## config.mk

```make
export PLATFORM = sky130hd
export DESIGN_NAME = bus_arbiter_ns
export DESIGN_NICKNAME = d
export VERILOG_FILES = /design/src/rtl/bus_arbiter_ns.sv
export SDC_FILE = /design/constraint.sdc
export NUM_CORES = 1
export LEC_CHECK = 0
export ABC_AREA = 1
export BUFFER_PORTS_ARGS = -buffer_cell sky130_fd_sc_hd__buf_4
export CORE_AREA = 2 2 221 223
export DETAILED_ROUTE_END_ITERATION = 10
export DIE_AREA = 0 0 223 225
export REMOVE_ABC_BUFFERS = 1
export SYNTH_ARGS = -nofsm -noshare
export SYNTH_HDL_FRONTEND = slang
export SYNTH_SLANG_ARGS = --single-unit
```

## constraint.sdc

```tcl
create_clock -name clk -period 1.8 [get_ports clk]
set_input_delay 0.36 -clock clk [delete_from_list [all_inputs] [get_ports clk]]
set_output_delay 0.36 -clock clk [all_outputs]
set_load 0.02 [all_outputs]
```

## src/rtl/bus_arbiter_ns.sv

```systemverilog
`default_nettype none
// ============================================================================
// Module   : bus_arbiter_ns
// Purpose  : Two-master shared-bus interconnect. A registered GNT0/GNT1 grant
//            FSM with optional hold-timeout preemption selects the owner. The
//            owner's address is region-decoded to a one-hot slave select.
//            Read data comes back through a registered slave-select mux, so
//            reads have one-cycle latency. Unmapped accesses pulse dec_err.
// Ports    : clk, reset_n        clock / async active-low reset
//            m0_* / m1_*         master request, write, address, write data
//            m0_grant, m1_grant  decoded grant state
//            m_din               shared read data (0 when no read returns)
//            s_sel, s_wr, s_addr, s_din  slave-side bus from the owner
//            s_dout              flattened slave read data, slave i at i*DATA_W
//            dec_err             pulse after an access to an unmapped region
// Revision : 1.0 - initial release
// ============================================================================
module bus_arbiter_ns #(
    parameter int DATA_W     = 64,
    parameter int ADDR_W     = 16,
    parameter int NUM_SLAVES = 4,
    parameter int REGION_AW  = 8,
    parameter int MAX_HOLD   = 0
) (
    input  logic                         clk,
    input  logic                         reset_n,
    input  logic                         m0_req,
    input  logic                         m0_wr,
    input  logic [ADDR_W-1:0]            m0_addr,
    input  logic [DATA_W-1:0]            m0_dout,
    input  logic                         m1_req,
    input  logic                         m1_wr,
    input  logic [ADDR_W-1:0]            m1_addr,
    input  logic [DATA_W-1:0]            m1_dout,
    output logic                         m0_grant,
    output logic                         m1_grant,
    output logic [DATA_W-1:0]            m_din,
    output logic [NUM_SLAVES-1:0]        s_sel,
    output logic                         s_wr,
    output logic [ADDR_W-1:0]            s_addr,
    output logic [DATA_W-1:0]            s_din,
    input  logic [NUM_SLAVES*DATA_W-1:0] s_dout,
    output logic                         dec_err
);

    localparam int IDX_W  = ADDR_W - REGION_AW;
    localparam int SEL_W  = (NUM_SLAVES > 1) ? $clog2(NUM_SLAVES) : 1;
    localparam int HOLD_W = (MAX_HOLD > 1) ? $clog2(MAX_HOLD) : 1;
    localparam logic [HOLD_W-1:0] C_HOLD_LAST = HOLD_W'((MAX_HOLD > 0) ? (MAX_HOLD - 1) : 0);

    typedef enum logic [0:0] {
        GNT0 = 1'b0,
        GNT1 = 1'b1
    } state_t;

    state_t              r_state;
    state_t              w_state_nxt;
    logic [HOLD_W-1:0]   r_hold_cnt;
    logic [HOLD_W-1:0]   w_hold_nxt;
    logic                r_rd_vld;
    logic [SEL_W-1:0]    r_rd_idx;
    logic                r_dec_err;

    logic                w_own1;
    logic                w_req;
    logic                w_wr;
    logic [ADDR_W-1:0]   w_addr;
    logic [DATA_W-1:0]   w_dout;
    logic [IDX_W-1:0]    w_idx;
    logic                w_mapped;
    logic                w_hold_hit;
    logic [DATA_W-1:0]   w_slv [NUM_SLAVES];

    // ------------------------------------------------------------------
    // Owner mux: only the current owner's access reaches the slave side.
    // ------------------------------------------------------------------
    assign w_own1   = (r_state == GNT1);
    assign w_req    = w_own1 ? m1_req  : m0_req;
    assign w_wr     = w_own1 ? m1_wr   : m0_wr;
    assign w_addr   = w_own1 ? m1_addr : m0_addr;
    assign w_dout   = w_own1 ? m1_dout : m0_dout;
    assign w_idx    = w_addr[ADDR_W-1:REGION_AW];
    assign w_mapped = (32'(w_idx) < 32'(NUM_SLAVES));

    // The owner has used up its hold allowance; only meaningful when
    // preemption is enabled.
    assign w_hold_hit = (MAX_HOLD > 0) && (r_hold_cnt == C_HOLD_LAST);

    // ------------------------------------------------------------------
    // Grant FSM. GNT0 is the park state: GNT1 falls back to it whenever
    // master 1 stops requesting, regardless of master 0.
    // ------------------------------------------------------------------
    always_comb begin
        w_state_nxt = r_state;
        case (r_state)
            GNT0: begin
                if ((!m0_req && m1_req) || (m0_req && m1_req && w_hold_hit))
                    w_state_nxt = GNT1;
            end
            GNT1: begin
                if (!m1_req || (m0_req && w_hold_hit))
                    w_state_nxt = GNT0;
            end
            default: w_state_nxt = GNT0;
        endcase
    end

    // Hold counter: restarts on a grant change or an idle owner, otherwise
    // counts owner-request cycles and saturates at MAX_HOLD-1.
    always_comb begin
        w_hold_nxt = '0;
        if ((w_state_nxt == r_state) && w_req && (MAX_HOLD > 0)) begin
            if (w_hold_hit)
                w_hold_nxt = r_hold_cnt;
            else
                w_hold_nxt = r_hold_cnt + HOLD_W'(1);
        end
    end

    always_ff @(posedge clk or negedge reset_n) begin
        if (!reset_n) begin
            r_state    <= GNT0;
            r_hold_cnt <= '0;
            r_rd_vld   <= 1'b0;
            r_rd_idx   <= '0;
            r_dec_err  <= 1'b0;
        end else begin
            r_state    <= w_state_nxt;
            r_hold_cnt <= w_hold_nxt;
            // Remember which slave answers the read issued this cycle; the
            // owner may change at this edge without disturbing the return.
            r_rd_vld   <= w_req && !w_wr && w_mapped;
            r_rd_idx   <= w_idx[SEL_W-1:0];
            r_dec_err  <= w_req && !w_mapped;
        end
    end

    // ------------------------------------------------------------------
    // Slave-side outputs
    // ------------------------------------------------------------------
    generate
        for (genvar i = 0; i < NUM_SLAVES; i++) begin : g_sel
            assign s_sel[i] = w_req && w_mapped && (w_idx == IDX_W'(i));
            assign w_slv[i] = s_dout[i*DATA_W +: DATA_W];
        end
    endgenerate

    assign s_wr   = w_wr && (|s_sel);
    assign s_addr = w_addr;
    assign s_din  = w_dout;

    assign m_din    = r_rd_vld ? w_slv[r_rd_idx] : '0;
    assign m0_grant = (r_state == GNT0);
    assign m1_grant = (r_state == GNT1);
    assign dec_err  = r_dec_err;

endmodule
`default_nettype wire

```

==> summary.md, run 1 <==
| Metric | Value |
|---|---|
| FF/Latch Area | 131.4 um2 |
| Worst Path Max Fanout | 6 |
| Number of levels the H-tree was split into | 1 |
| Syn Inst Count | 798 |
| Result of the run | finished, violations left |
| Worst Hold Slack | 0.3105 ns |
| Number of synthesized flops with an enable pin | 0 |
| Setup Crit Path Kind | reg2out |
| Fraction of synthesized cell area taken by the top area cell type | 27.89% |
| Sequential element share of the synthesized area | 3.549% |
| Post-DR vias/cell | 3.941 |
| Maximum VDD drop | 0.2103 mV |
| Maximum clock path buffer count | 2 |
| First drt pass iteration count | 4 |
| Unrepaired setup endpoints after global routing | true |
| Number of pins exceeding their max-slew limit in the final report | 0 |
| Starting Density | 7.416% |
| Die span in x | 223 um |
| Startpoint types | flop |
| Post-synthesis cell type with the largest combined area | sky130_fd_sc_hd__nor2_1 |
| Share of layout cells above drive strength 1 | 74.42% |
| Buffer cell driving the clock tree root | sky130_fd_sc_hd__clkbuf_16 |
| Final routed DRC violation total | 0 |
| Die Area | 50,180 um2 |
| Worst endpoint required time | 1.44 ns |
| Switching power summed over all nets | 2.062 mW |
| Final wirelength | 43.32 mm |
| Violations in the final reports | negative setup slack |
| Reg power frac | 3.1% |
| Detail-routed net length per standard cell | 20.81 um |
| Vertical die dimension | 225 um |
| Maximum operating frequency | 459.9 MHz |
| Total number of nets in the final design | 1,885 |
| Iter 0 DRT Violations | 327 |
| Sum of overflow across all layers after global routing | 0 |
| Mean Syn Cell Area | 4.418 um2 |
| Final critical-path setup slack | -0.3743 ns |
| # fillers | 5,220 |
| Flop and latch count out of synthesis | 5 |
| Most common cell on crit path | sky130_fd_sc_hd__buf_12 |
| Transition at the pin with the smallest max-transition slack | 0.3429 ns |
| Number of clock sinks | 5 |
| Utilization after layout | 26.41% |
| Count of antenna-violating nets left after detailed routing | 0 |
| Kind of end point of the critical path | primary output |
| TritonCTS Buffers | 3 |
| Via Count | 8,206 |
| Number of global-route vias before repair | 7,997 |
| Number of antenna violations at the first check in global routing | 6 |
| Dominant synthesized flop cell | sky130_fd_sc_hd__dfrtp_1 |
| # Max-Cap Violations | 0 |
| Largest net degree at the start of global routing | 44 |
| Clock latency of the later-clocked register in the worst-skew pair | 0.24 ns |
| Period Utilization, post-route | 120.8% |
| Pwr Density | 362.1 nW/um2 |
| Final weighted congestion in routability-driven placement | 0.8877 |
| Min-Delay Path Class | in2reg |
| Signed area change from the synthesized netlist to the final layout | 256.1% |
| Standard cell core area | 47,550 um2 |
| Sw frac | 45.36% |
| Row count | 80 |
| Total GRT Usage | 15.19% |
| Netlist Area Pre-Place | 3526 um2 |
| Internal | 2.484 mW |
| Cell chain of the critical path | buf_12, buf_12, buf_12, buf_8, nor2_2, nor2_2, o21ai_4, a21oi_1, buf_4 |
| Ys async rst share | 100.0% |
| Cell count after placement | 1,998 |
| Slowest library cell on the worst path | sky130_fd_sc_hd__dfrtp_4 |
| Most numerous cell in the Yosys netlist | sky130_fd_sc_hd__nor2_1 |
| Worst max-slew margin expressed relative to the limit | 77.14% |
| Final critical path time including I/O delays and setup | 2.174 ns |
| Buffer and inverter count on the worst path | 5 |
| Half-perimeter wire length after detailed placement | 32.54 mm |
| CTS tree | yes |
| Number of endpoints with negative hold slack in the final report | 0 |
| First-pass GRT wire length | 55.16 mm |
| Leading cell types by count after synthesis | sky130_fd_sc_hd__nor2_1 (262), sky130_fd_sc_hd__nand2_1 (238), sky130_fd_sc_hd__o21ai_0 (126), sky130_fd_sc_hd__a21oi_1 (65), sky130_fd_sc_hd__clkbuf_1 (19) |
| Leak Pwr | 6.080 nW |
| Multi-input gate area | 4588 um2 |
| Count of unique library cells instantiated by Yosys | 22 |
| # IOs | 574 |
| Setup violations, final | 145 |
| Most area-consuming cells after synthesis | sky130_fd_sc_hd__nor2_1 (28%), sky130_fd_sc_hd__nand2_1 (25%), sky130_fd_sc_hd__o21ai_0 (18%) |
| Combinational share of power | 88.2% |
| Delay-heaviest family, CP | buffers and inverters |
| Number of standard cells in the layout, taps in and fillers out | 2,082 |
| Warnings, synthesis | 0 |
| Clock Skew | 0.001823 ns |
| Critical path's largest stage delay | 0.54 ns |
| Clock edge transition at the registers on the reported setup and hold paths | 0.04 ns |
| IO buf count | 573 |
| CP arrival | 1.81 ns |
| Clock Power Share | 8.7% |
-- cells by family after synthesis --
group / count (synthesis) / synth area share, %
AOI/OAI and AO/OA: 196 / 27.93
buffers and inverters: 85 / 12.95
and+or+nand+nor: 511 / 55.29
DFF: 5 / 3.549
muxes: 1 / 0.2839
-- registers in the layout, indices dropped and copies added, names as in the netlist --
name and cells:
r_rd_vld 1, m1_grant 1, dec_err 1, r_rd_idx 2
-- worst reg2reg max path: cells and delay by family, from the launching register on --
family | cells | cell delay [ns]
buf+inv | 7 | 0.83
simple gates | 6 | 0.44
flops | 1 | 0.48
-- power groups by stage --
stage / sequential (mW) / combinational, mW / clock [mW]
finish: 0.141 / 4.01 / 0.394
CTS: 0.138 / 3.39 / 0.409
floorplan: 0.227 / 0.844 / 0
global route: 0.142 / 4.24 / 0.421
detailed placement: 0.135 / 2.62 / 0
global placement: 0.135 / 2.61 / 0
-- path summary, 6_finish.rpt --
check                                      startpoint               endpoint  depth (start not counted)  slack, ns
worst max-delay path            r_rd_idx[0]$_DFF_PN0_              m_din[58]                          9      -0.37
worst min-delay path                           m0_req     m1_grant$_DFF_PN0_                          2       0.31
worst max register to register     m1_grant$_DFF_PN0_      dec_err$_DFF_PN0_                         13          0
worst min register to register     m1_grant$_DFF_PN0_     m1_grant$_DFF_PN0_                          2       0.73
max in group asynchronous                     reset_n  r_rd_idx[0]$_DFF_PN0_                          2       1.18
min in group asynchronous                     reset_n      dec_err$_DFF_PN0_                          2       0.47
-- timing repair --
item	4_1_cts	5_1_grt
hold endpoints to repair	5	0
setup buffers	40	17
gates cloned	19	16
pin swaps	73	124
resized for setup	324	450
setup endpoints to repair	132	150
hold buffers	1	0
-- layer usage --
layer	GRT usage, %	part of all wire, %	up-vias
li1	-	-	3873
met1	16.56	37	3780
met2	29.78	54	481
met3	2.999	6.3	72
met4	3.745	3.6	0
met5	0	0	-
-- through the flow --
step / power (mW) / setup TNS, ns / instance area, um2 / setup WS, ns
after global placement: 2.748 / -0.9458 / 9029 / -0.1663
after CTS: 3.938 / -33.06 / 10890 / -0.3434
after detailed placement: 2.753 / -1.214 / 9029 / -0.1840
after floorplan: 1.071 / -276.35 / 3147 / -2.584
final: 4.546 / -32.84 / 12550 / -0.3743
after global routing: 4.806 / -41.07 / 12550 / -0.4100
-- final cells by class --
type                    instances  area share, %
well taps                     615          6.129
repair inverters                1        0.04983
flip-flops and latches          5          1.046
clock buffers                   4         0.6279
repair buffers                724          54.72
diodes                          5        0.09966
inverters                      20         0.7774
multi-input cells             708          36.55
-- cell usage in the layout (no fill, tap or decap) --
master / n
sky130_fd_sc_hd__clkinv_8: 1
sky130_fd_sc_hd__nand2_4: 74
sky130_fd_sc_hd__diode_2: 5
sky130_fd_sc_hd__dfrtp_2: 2
sky130_fd_sc_hd__nand2_2: 92
sky130_fd_sc_hd__buf_8: 11
sky130_fd_sc_hd__nor2_2: 48
sky130_fd_sc_hd__o21ai_4: 14
sky130_fd_sc_hd__or2_2: 1
sky130_fd_sc_hd__buf_12: 35
sky130_fd_sc_hd__a21oi_2: 19
sky130_fd_sc_hd__clkinv_4: 1
sky130_fd_sc_hd__dfrtp_4: 1
sky130_fd_sc_hd__buf_4: 541
sky130_fd_sc_hd__dlygate4sd3_1: 1
sky130_fd_sc_hd__a21oi_4: 1
sky130_fd_sc_hd__o21ai_2: 64
sky130_fd_sc_hd__buf_6: 109
sky130_fd_sc_hd__o21ai_1: 43
sky130_fd_sc_hd__or2_4: 1
sky130_fd_sc_hd__inv_1: 13
sky130_fd_sc_hd__inv_2: 3
sky130_fd_sc_hd__dfrtp_1: 2
sky130_fd_sc_hd__inv_4: 3
sky130_fd_sc_hd__buf_16: 12
sky130_fd_sc_hd__nor2_1: 181
sky130_fd_sc_hd__nand3_2: 1
sky130_fd_sc_hd__o21ai_0: 10
sky130_fd_sc_hd__clkbuf_16: 18
sky130_fd_sc_hd__clkbuf_1: 1
sky130_fd_sc_hd__nand2_8: 1
sky130_fd_sc_hd__nor2_4: 35
sky130_fd_sc_hd__mux2i_1: 1
sky130_fd_sc_hd__nand2_1: 77
sky130_fd_sc_hd__a21oi_1: 45
Note: power is estimated with default switching activity, not from simulation.
==> inputs of run 2 (changes only) <==
==> constraint.sdc (replaced) <==
create_clock -name clk -period 2.33 [get_ports clk]
set_input_delay 0.466 -clock clk [delete_from_list [all_inputs] [get_ports clk]]
set_output_delay 0.466 -clock clk [all_outputs]
set_load 0.02 [all_outputs]
==> run 2 against run 1 <==
  * The run now ends clean
  * Power fell by 50%
  * Wire length down 17%
  * Combinational power down 53%
  * Clock-buffer cell count did not move
  * Worst setup slack improved by 0.43 ns
  * Worst hold slack got worse by 0.27 ns
  * Sequential power shrank 26%
  * Highest routed layer is now met5
==> summary.md, run 2 (same netlist as run 1, synthesis figures left out) <==
| Metric | Value |
|---|---|
| IO buf count | 573 |
| First-pass GRT wire length | 48.37 mm |
| Worst slack after detailed placement | 0.2529 ns |
| # IOs | 574 |
| Buffer cell driving the clock tree root | sky130_fd_sc_hd__clkbuf_16 |
| Largest register FFs | 2 |
| Number of global-route vias before repair | 6,876 |
| Most common library cell in the layout ignoring fill and taps | sky130_fd_sc_hd__buf_4 |
| Iter 0 DRT Violations | 254 |
| Final wirelength | 36.15 mm |
| Critical path's largest stage delay | 0.45 ns |
| Die Area | 50,180 um2 |
| CTS tree | yes |
| Total number of nets in the final design | 1,768 |
| Largest net degree at the start of global routing | 71 |
| Maximum operating frequency | 440.5 MHz |
| Die span in x | 223 um |
| Number of hold buffers added after cts | 0 |
| CP arrival | 1.80 ns |
| Pwr Density | 262.2 nW/um2 |
| Slowest library cell on the worst path | sky130_fd_sc_hd__dfrtp_4 |
| Min-Delay Path Class | in2async |
| Number of pins exceeding their max-slew limit in the final report | 0 |
| First drt pass iteration count | 5 |
| Maximum clock path buffer count | 2 |
| Vertical die dimension | 225 um |
| Via Count | 7,169 |
| Worst max-slew margin expressed relative to the limit | 69.15% |
| Number of standard cells in the layout, taps in and fillers out | 1,964 |
| Result of the run | completed |
| Starting Density | 7.416% |
| TritonCTS Buffers | 3 |
| Commonest cells after routing, fill and taps aside | sky130_fd_sc_hd__buf_4 (594), sky130_fd_sc_hd__nor2_1 (261), sky130_fd_sc_hd__nand2_1 (238), sky130_fd_sc_hd__o21ai_0 (126), sky130_fd_sc_hd__a21oi_1 (65) |
| Final critical-path setup slack | 0.05994 ns |
| Total GRT Usage | 13.34% |
| Half-perimeter wire length after detailed placement | 31.93 mm |
| Register containing the most flip-flops in the final layout | r_rd_idx |
| Clock latency of the later-clocked register in the worst-skew pair | 0.23 ns |
| Leak Pwr | 4.632 nW |
| Detail-routed net length per standard cell | 18.41 um |
| Clock Skew | 0.001577 ns |
| Period Utilization, post-route | 97.43% |
| Number of clock sinks | 5 |
| Cell chain of the critical path | clkinv_2, buf_12, buf_6, o21ai_0, a21oi_1, buf_4 |
| Total Negative Setup Slacks | 0 ns |
| Worst endpoint required time | 1.86 ns |
| Number of levels the H-tree was split into | 1 |
| Number of endpoints with negative hold slack in the final report | 0 |
| Cell count after placement | 1,954 |
| Transition at the pin with the smallest max-transition slack | 0.4580 ns |
| Final critical path time including I/O delays and setup | 2.270 ns |
| Worst Hold Slack | 0.03889 ns |
| Standard cell core area | 47,550 um2 |
| # Max-Cap Violations | 0 |
| Startpoint types | flop |
| Row count | 80 |
| Signed area change from the synthesized netlist to the final layout | 148.2% |
| # fillers | 5,629 |
| Unrepaired setup endpoints after global routing | true |
| Overall power after layout | 2.295 mW |
| Maximum VDD drop | 0.1981 mV |
| Number of antenna violations at the first check in global routing | 7 |
| Final routed DRC violation total | 0 |
| Setup violations, final | 0 |
| Post-DR vias/cell | 3.650 |
| Worst Path Max Fanout | 70 |
| Final weighted congestion in routability-driven placement | 0.8815 |
| Setup Crit Path Kind | reg2out |
| Share of layout cells above drive strength 1 | 46.91% |
| Kind of end point of the critical path | primary output |
| Clock edge transition at the registers on the reported setup and hold paths | 0.04 ns |
| Sum of overflow across all layers after global routing | 0 |
| Count of antenna-violating nets left after detailed routing | 0 |
[run 2: cell types whose count changed in the layout (fill, tap and decap cells not counted), moves of 19 or more]
cell	before	now
sky130_fd_sc_hd__nand2_1	77	238
sky130_fd_sc_hd__o21ai_0	10	126
sky130_fd_sc_hd__buf_6	109	4
sky130_fd_sc_hd__nand2_2	92	6
sky130_fd_sc_hd__nor2_1	181	261
sky130_fd_sc_hd__nand2_4	74	0
sky130_fd_sc_hd__o21ai_2	64	0
sky130_fd_sc_hd__buf_4	541	594
sky130_fd_sc_hd__nor2_2	48	2
sky130_fd_sc_hd__o21ai_1	43	4
sky130_fd_sc_hd__nor2_4	35	1
sky130_fd_sc_hd__buf_12	35	7
sky130_fd_sc_hd__a21oi_1	45	65
sky130_fd_sc_hd__a21oi_2	19	0
[run 2: through the flow]
step           cell area, um2  utilization, %
6_report                 8752           18.41
5_1_grt                  8750           18.40
4_1_cts                  8663           18.22
3_5_place_dp             8573           18.03
3_3_place_gp             8573           18.03
2_1_floorplan            3147               -
[run 2: per-layer routing]
metal / vias up / share of wire [%] / track usage [%]
met5: - / 0.064 / 0
met4: 4 / 1.4 / 2.425
met3: 26 / 7.4 / 3.038
met2: 402 / 53 / 25.75
met1: 3127 / 38 / 14.92
li1: 3610 / - / -
[run 2: what timing repair did]
item,CTS,global route
pin swaps,0,1
buffers inserted,0,1
gates cloned,0,1
setup endpoints to repair,4,19
gates resized for setup,2,11
[run 2: layout make-up]
type / count / area [um2] / area share [%]
Inverter: 20 / 83.83 / 0.9578
Tap cell: 615 / 769.5 / 8.792
Sequential cell: 5 / 131.4 / 1.501
Timing Repair Buffer: 608 / 4712 / 53.84
Multi-Input combinational cell: 708 / 2967 / 33.90
Antenna cell: 4 / 10.01 / 0.1144
Clock buffer: 4 / 78.83 / 0.9006
[run 2: power by group]
group	switching (mW)	internal [mW]	total, mW
Clock	0.0687	0.228	0.297
Combinational	0.989	0.906	1.89
Sequential	0.00884	0.0949	0.104
Total	1.07	1.23	2.30
[run 2: critical path: cells and delay by family, from the launching register on]
| family | cells | cell delay, ns |
|---|---|---|
| buffers and inverters | 4 | 0.63 |
| AO/OA/AOI/OAI | 2 | 0.48 |
| flip-flops | 1 | 0.45 |
[run 2: worst paths after layout]
path	start	end	slack, ns	cells after the start
max	r_rd_idx[0]$_DFF_PN0_	m_din[14]	0.06	6
max reg2reg	m1_grant$_DFF_PN0_	r_rd_idx[0]$_DFF_PN0_	0.79	6
max in group asynchronous	reset_n	r_rd_idx[0]$_DFF_PN0_	2.15	1
min reg2reg	m1_grant$_DFF_PN0_	m1_grant$_DFF_PN0_	0.68	2
min in group clk	m0_req	m1_grant$_DFF_PN0_	0.41	2
min	reset_n	dec_err$_DFF_PN0_	0.04	1
